`src/rtl/io_bus_master_pkg.sv`:
```
// Shared types and constants for the I/O bus initiator.
// Holds the FSM encoding and the bus geometry.
package io_bus_pkg;

  localparam int IO_ADDR_W = 17;
  localparam int IO_DATA_W = 32;

  localparam logic [IO_DATA_W-1:0] ERR_RDATA = '0;

  typedef enum logic [1:0] {
    IDLE,
    BUS,
    RESP
  } state_e;

endpackage

```
`src/rtl/io_bus_master_if.sv`:
```
// Command/response handshake plus Wishbone classic bus.
// master = initiator view, slave = requester/bus-side view.
interface io_bus_master_if #(
  parameter int ADDR_W = 17
) ();

  logic              req_valid;
  logic              req_ready;
  logic              req_we;
  logic [ADDR_W-1:0] req_adr;
  logic [31:0]       req_dat;
  logic [3:0]        req_sel;

  logic              rsp_valid;
  logic              rsp_ready;
  logic [31:0]       rsp_dat;
  logic              rsp_err;

  logic              cyc_o;
  logic              stb_o;
  logic              we_o;
  logic [ADDR_W-1:0] adr_o;
  logic [31:0]       dat_o;
  logic [3:0]        sel_o;
  logic [31:0]       dat_i;
  logic              ack_i;

  modport master (
    input  req_valid, req_we, req_adr,
    input  req_dat, req_sel,
    output req_ready,
    output rsp_valid, rsp_dat, rsp_err,
    input  rsp_ready,
    output cyc_o, stb_o, we_o, adr_o,
    output dat_o, sel_o,
    input  dat_i, ack_i
  );

  modport slave (
    output req_valid, req_we, req_adr,
    output req_dat, req_sel,
    input  req_ready,
    input  rsp_valid, rsp_dat, rsp_err,
    output rsp_ready,
    input  cyc_o, stb_o, we_o, adr_o,
    input  dat_o, sel_o,
    output dat_i, ack_i
  );

endinterface

```
`src/rtl/io_bus_master.sv`:
```
// Single-outstanding Wishbone classic initiator with an
// ack watchdog that turns a silent slave into an error.
module io_bus_master
  import io_bus_pkg::*;
#(
  parameter int ADDR_W  = IO_ADDR_W,
  parameter int TIMEOUT = 255
) (
  input  logic         clk_i,
  input  logic         rst_i,
  io_bus_master_if.master bus,
  output logic         busy
);

  localparam int TW = $clog2(TIMEOUT + 1);
  localparam logic [TW-1:0] T_LAST = TW'(TIMEOUT - 1);
  localparam logic [TW-1:0] T_SAT  = TW'(TIMEOUT);

  state_e                 state_q;
  logic [TW-1:0]          timer_q;
  logic                   cyc_q;
  logic                   stb_q;
  logic                   we_q;
  logic [ADDR_W-1:0]      adr_q;
  logic [IO_DATA_W-1:0]   dat_q;
  logic [3:0]             sel_q;
  logic                   rsp_valid_q;
  logic                   rsp_err_q;
  logic [IO_DATA_W-1:0]   rsp_dat_q;

  always_ff @(posedge clk_i) begin
    if (rst_i) begin
      state_q     <= IDLE;
      timer_q     <= '0;
      cyc_q       <= 1'b0;
      stb_q       <= 1'b0;
      we_q        <= 1'b0;
      adr_q       <= '0;
      dat_q       <= '0;
      sel_q       <= '0;
      rsp_valid_q <= 1'b0;
      rsp_err_q   <= 1'b0;
      rsp_dat_q   <= '0;
    end else begin
      case (state_q)
        IDLE: begin
          if (bus.req_valid) begin
            we_q    <= bus.req_we;
            adr_q   <= bus.req_adr;
            dat_q   <= bus.req_dat;
            sel_q   <= bus.req_sel;
            cyc_q   <= 1'b1;
            stb_q   <= 1'b1;
            timer_q <= '0;
            state_q <= BUS;
          end
        end
        BUS: begin
          // ack outranks a coinciding timeout
          if (bus.ack_i) begin
            rsp_dat_q   <= we_q ? '0 : bus.dat_i;
            rsp_err_q   <= 1'b0;
            rsp_valid_q <= 1'b1;
            cyc_q       <= 1'b0;
            stb_q       <= 1'b0;
            state_q     <= RESP;
          end else if (timer_q == T_LAST) begin
            rsp_dat_q   <= ERR_RDATA;
            rsp_err_q   <= 1'b1;
            rsp_valid_q <= 1'b1;
            cyc_q       <= 1'b0;
            stb_q       <= 1'b0;
            state_q     <= RESP;
          end else if (timer_q != T_SAT) begin
            timer_q <= timer_q + 1'b1;
          end
        end
        RESP: begin
          if (bus.rsp_ready) begin
            rsp_valid_q <= 1'b0;
            state_q     <= IDLE;
          end
        end
        default: state_q <= IDLE;
      endcase
    end
  end

  assign bus.req_ready = (state_q == IDLE);
  assign busy          = (state_q != IDLE);

  assign bus.cyc_o     = cyc_q;
  assign bus.stb_o     = stb_q;
  assign bus.we_o      = we_q;
  assign bus.adr_o     = adr_q;
  assign bus.dat_o     = dat_q;
  assign bus.sel_o     = sel_q;
  assign bus.rsp_valid = rsp_valid_q;
  assign bus.rsp_err   = rsp_err_q;
  assign bus.rsp_dat   = rsp_dat_q;

endmodule
```
`src/flat_wrapper.sv`:
```
// flat-port wrapper written by rule: the top's interface ports become plain ports
module io_bus_master_flat import io_bus_pkg::*;
#(
  parameter int ADDR_W  = IO_ADDR_W,
  parameter int TIMEOUT = 255
)
  (clk_i, rst_i, busy, bus_req_valid, bus_req_we, bus_req_adr, bus_req_dat, bus_req_sel, bus_req_ready, bus_rsp_valid, bus_rsp_dat, bus_rsp_err, bus_rsp_ready, bus_cyc_o, bus_stb_o, bus_we_o, bus_adr_o, bus_dat_o, bus_sel_o, bus_dat_i, bus_ack_i);
  io_bus_master_if #(.ADDR_W(ADDR_W)) bus_i ();
  input  logic clk_i;
  input  logic rst_i;
  output logic busy;
  input wire logic [$bits(bus_i.req_valid)-1:0] bus_req_valid;
  input wire logic [$bits(bus_i.req_we)-1:0] bus_req_we;
  input wire logic [$bits(bus_i.req_adr)-1:0] bus_req_adr;
  input wire logic [$bits(bus_i.req_dat)-1:0] bus_req_dat;
  input wire logic [$bits(bus_i.req_sel)-1:0] bus_req_sel;
  output wire logic [$bits(bus_i.req_ready)-1:0] bus_req_ready;
  output wire logic [$bits(bus_i.rsp_valid)-1:0] bus_rsp_valid;
  output wire logic [$bits(bus_i.rsp_dat)-1:0] bus_rsp_dat;
  output wire logic [$bits(bus_i.rsp_err)-1:0] bus_rsp_err;
  input wire logic [$bits(bus_i.rsp_ready)-1:0] bus_rsp_ready;
  output wire logic [$bits(bus_i.cyc_o)-1:0] bus_cyc_o;
  output wire logic [$bits(bus_i.stb_o)-1:0] bus_stb_o;
  output wire logic [$bits(bus_i.we_o)-1:0] bus_we_o;
  output wire logic [$bits(bus_i.adr_o)-1:0] bus_adr_o;
  output wire logic [$bits(bus_i.dat_o)-1:0] bus_dat_o;
  output wire logic [$bits(bus_i.sel_o)-1:0] bus_sel_o;
  input wire logic [$bits(bus_i.dat_i)-1:0] bus_dat_i;
  input wire logic [$bits(bus_i.ack_i)-1:0] bus_ack_i;
  assign bus_i.req_valid = bus_req_valid;
  assign bus_i.req_we = bus_req_we;
  assign bus_i.req_adr = bus_req_adr;
  assign bus_i.req_dat = bus_req_dat;
  assign bus_i.req_sel = bus_req_sel;
  assign bus_req_ready = bus_i.req_ready;
  assign bus_rsp_valid = bus_i.rsp_valid;
  assign bus_rsp_dat = bus_i.rsp_dat;
  assign bus_rsp_err = bus_i.rsp_err;
  assign bus_i.rsp_ready = bus_rsp_ready;
  assign bus_cyc_o = bus_i.cyc_o;
  assign bus_stb_o = bus_i.stb_o;
  assign bus_we_o = bus_i.we_o;
  assign bus_adr_o = bus_i.adr_o;
  assign bus_dat_o = bus_i.dat_o;
  assign bus_sel_o = bus_i.sel_o;
  assign bus_i.dat_i = bus_dat_i;
  assign bus_i.ack_i = bus_ack_i;
  io_bus_master #(.ADDR_W(ADDR_W), .TIMEOUT(TIMEOUT)) u_core (.clk_i(clk_i), .rst_i(rst_i), .bus(bus_i), .busy(busy));
endmodule
```
`config.mk`:
```
export PLATFORM = sky130hd
export DESIGN_NAME = io_bus_master_flat
export DESIGN_NICKNAME = d
export VERILOG_FILES = /design/src/rtl/io_bus_master_pkg.sv /design/src/rtl/io_bus_master_if.sv /design/src/rtl/io_bus_master.sv /design/src/flat_wrapper.sv
export SDC_FILE = /design/constraint.sdc
export NUM_CORES = 1
export LEC_CHECK = 0
export CAP_MARGIN = 10
export CORE_MARGIN = 4
export CORE_UTILIZATION = 43
export DETAILED_ROUTE_END_ITERATION = 7
export PLACE_DENSITY = 0.95
export SLEW_MARGIN = 20
export SYNTH_ARGS = -nofsm -noshare
export SYNTH_HDL_FRONTEND = slang
export SYNTH_SLANG_ARGS = --single-unit
```
`constraint.sdc`:
```
create_clock -name clk_i -period 3.7 [get_ports clk_i]
set_input_delay 0.74 -clock clk_i [delete_from_list [all_inputs] [get_ports clk_i]]
set_output_delay 0.74 -clock clk_i [all_outputs]
set_load 0.05 [all_outputs]
```
==> impl_metrics.tcl <==
set metrics [dict create \
    avgSynthCellArea_um2 8.98 \
    clk_latency_ps 350 \
    clock-sinks 99 \
    async_flop_share 0 \
    combPwrFrac 0.232 \
    multiInputGateArea_mm2 0.00147 \
    finalNonFillerCells 679 \
    route.vias.total 3527 \
    grt_pass1_wl_um 16500 \
    cts_setup_buffers 0 \
    synth_top_area_frac 0.549 \
    gp_congestion 0.790 \
    clkPwrFrac 0.285 \
    fin_skew_ps 10.6 \
    grt_setup_unrepaired "false" \
    die_w_um 99.6 \
    filler_cell_count 603 \
    status "finished clean" \
    synthesis.nets 495 \
    grt_pass1_vias 3404 \
    dr.pass1.iters 4 \
    min_path_type "flip-flop to flip-flop" \
    p_int_mw 1.65 \
    cts_hold_buf 0 \
    synth_top_cell_by_area "dfxtp_1" \
    yosysSeqAreaShare 0.549 \
    slew_headroom 0.351 \
    final_antenna_net_count 0 \
    clock_path_buffers 2 \
    yosysWarnings 0 \
    cp_slowest_cell "clkdlybuf4s50_1" \
    syn_to_final_growth_pct 56.0 \
    hpwlAfterDp_um 7590 \
    ys.flop_type "dfxtp_1" \
    antenna_cells 0 \
    wl_per_cell_um 15.4 \
    hold_viol 0 \
    syn-cell-area_mm2 0.00361 \
    dp.cells 664 \
    port_buffers 182 \
    fin_tns_setup_ps 0 \
    critPathRequiredTime_ps 2960 \
    synth_seq_cells 99 \
    cts_inserted_buffers 9 \
    die-area_mm2 0.00992 \
    layout_min_cycle_time_ps 2840 \
    die_h_um 99.6 \
    slew_viol_final 0 \
    drive_above_1_share 0.0505 \
    core_area_mm2 0.00818 \
    rows 33 \
    tightest_slew_ps 973 \
    seq_area_mm2 0.00198 \
    start_kind "flip-flop" \
    end_kind "output port" \
    final_nets 663 \
    routed_wl_um 10400 \
    crit_type "flip-flop to output port" \
    fmax_mhz 353 \
    antenna_found_initial 0 \
    track_usage 0.205 \
    power.density_mw_per_mm2 424 \
    yosysUniqueCellTypes 38 \
    syn_inst 402 \
    irDropWorstVdd_uv 278 \
    p_leak_nw 2.08 \
    cts-root-buf "clkbuf_8" \
    crit_fanout 16 \
    cap_violations 0 \
    drc 0 \
    post_cts_resized 0 \
    ctsHtreeMaxLevel 3 \
    drt-initial-drc-count 155 \
    max_stage_delay_ps 800 \
    fin_crit_sh 0.767 \
    via_per_inst 5.19 \
    synth.area.top_cells "dfxtp_1 55%, nand2_1 12%, a21oi_1 9.2%, a22o_1 7.8%, buf_4 1.9%" \
    pin_count 183 \
    crit_chain "nor2_1 -> inv_1 -> clkdlybuf4s50_1" \
    initial_utilization 0.442 \
    arrival_ps 2100 \
    grt_max_degree 56 \
    swShare 0.309 \
    synth_edf_count 0 \
    seqPwrFrac 0.483 \
    clk_pin_slew_worst_paths_ps 90 \
    p_sw_mw 0.737 \
    grt_overflow 0 \
    cts_tree "built" \
    setup_viol_count_final 0 \
]
==> synth_stat cells, types with 2 or more instances <==
library cell	instances
clkbuf_1	12
o21ai_0	3
nand3_1	9
nor3_2	2
a22o_1	32
a311oi_1	2
inv_1	4
and3_1	2
ha_1	2
buf_4	9
nor2_1	5
nand2_1	119
o211ai_1	2
a21oi_1	66
dfxtp_1	99
a41oi_1	3
a211oi_1	3
buf_2	8
==> worst paths after layout <==
check                       start                   end  slack (ps)  cells after the start
max             u_core.state_q[0]                  busy         860                      3
min          u_core.bus.adr_o[10]  u_core.bus.adr_o[10]         460                      2
max reg2reg     u_core.state_q[0]  u_core.bus.dat_o[30]        1620                      4
min reg2reg  u_core.bus.adr_o[10]  u_core.bus.adr_o[10]         460                      2
==> worst max-delay path, delay by kind of cell, from the launching register on <==
| family | cells | cell delay [ps] |
|---|---|---|
| buffers and inverters | 2 | 890 |
| and+or+nand+nor | 1 | 190 |
| DFF | 1 | 670 |
==> layer usage <==
metal / wire, um / up-vias / GRT usage
li1: - / 1714 / -
met1: 4200 / 1615 / 0.248
met2: 5050 / 175 / 0.347
met3: 988 / 23 / 0.0645
met4: 190 / 0 / 0.0641
met5: 0 / - / 0
==> metrics by stage <==
step	cell area [um^2]	power (mW)	utilization	hold WS, ps	setup WS (ps)
detailed placement	5440	1.73	0.666	448	1190
floorplan	3610	1.50	-	500	1320
global placement	5440	1.72	0.666	441	1250
finish	5630	2.39	0.689	457	864
global route	5630	2.49	0.689	473	739
CTS	5630	2.41	0.689	461	883
==> final cells by class <==
class                      count  area share
clock inverter                 6      0.0116
inverter                       4     0.00267
sequential                    99       0.352
timing repair buffer         186       0.328
multi-input combinational    270       0.261
tap                          105      0.0233
clock buffer                   9      0.0220
==> sequential cells by signal (all words and copies together) (netlist names) <==
register	cells
u_core.bus.cyc_o	1
u_core.bus.adr_o	17
u_core.bus.rsp_dat	32
u_core.bus.rsp_valid	1
u_core.state_q	2
u_core.bus.rsp_err	1
u_core.bus.sel_o	4
u_core.timer_q	8
u_core.bus.we_o	1
u_core.bus.dat_o	32
==> kinds of logic after synthesis <==
logic type | Yosys count | synth area share
adder cells (fa/ha/maj) | 2 | 0.00693
AND/OR/NAND/NOR | 148 | 0.180
buffers and inverters | 33 | 0.0464
flip-flops | 99 | 0.549
AO/OA/AOI/OAI | 120 | 0.218
==> power groups by stage <==
stage | clock [mW] | combinational [mW] | sequential [mW]
final | 0.681 | 0.554 | 1.15
after global routing | 0.747 | 0.584 | 1.16
after CTS | 0.703 | 0.556 | 1.15
after detailed placement | 0 | 0.554 | 1.18
after global placement | 0 | 0.544 | 1.17
after floorplan | 0 | 0.144 | 1.35
==> cells in the final DEF (no fill, tap or decap), types with 4 or more instances in the layout <==
cell type / Yosys / final
buf_4: 9 / 4
inv_1: 4 / 4
nor2_1: 5 / 5
clkbuf_8: 0 / 9
clkdlybuf4s50_1: 0 / 181
a22o_1: 32 / 32
dfxtp_1: 99 / 99
a21oi_1: 66 / 66
nand3_1: 9 / 9
nand2_1: 119 / 119
Note: power is estimated with default switching activity, not from simulation.
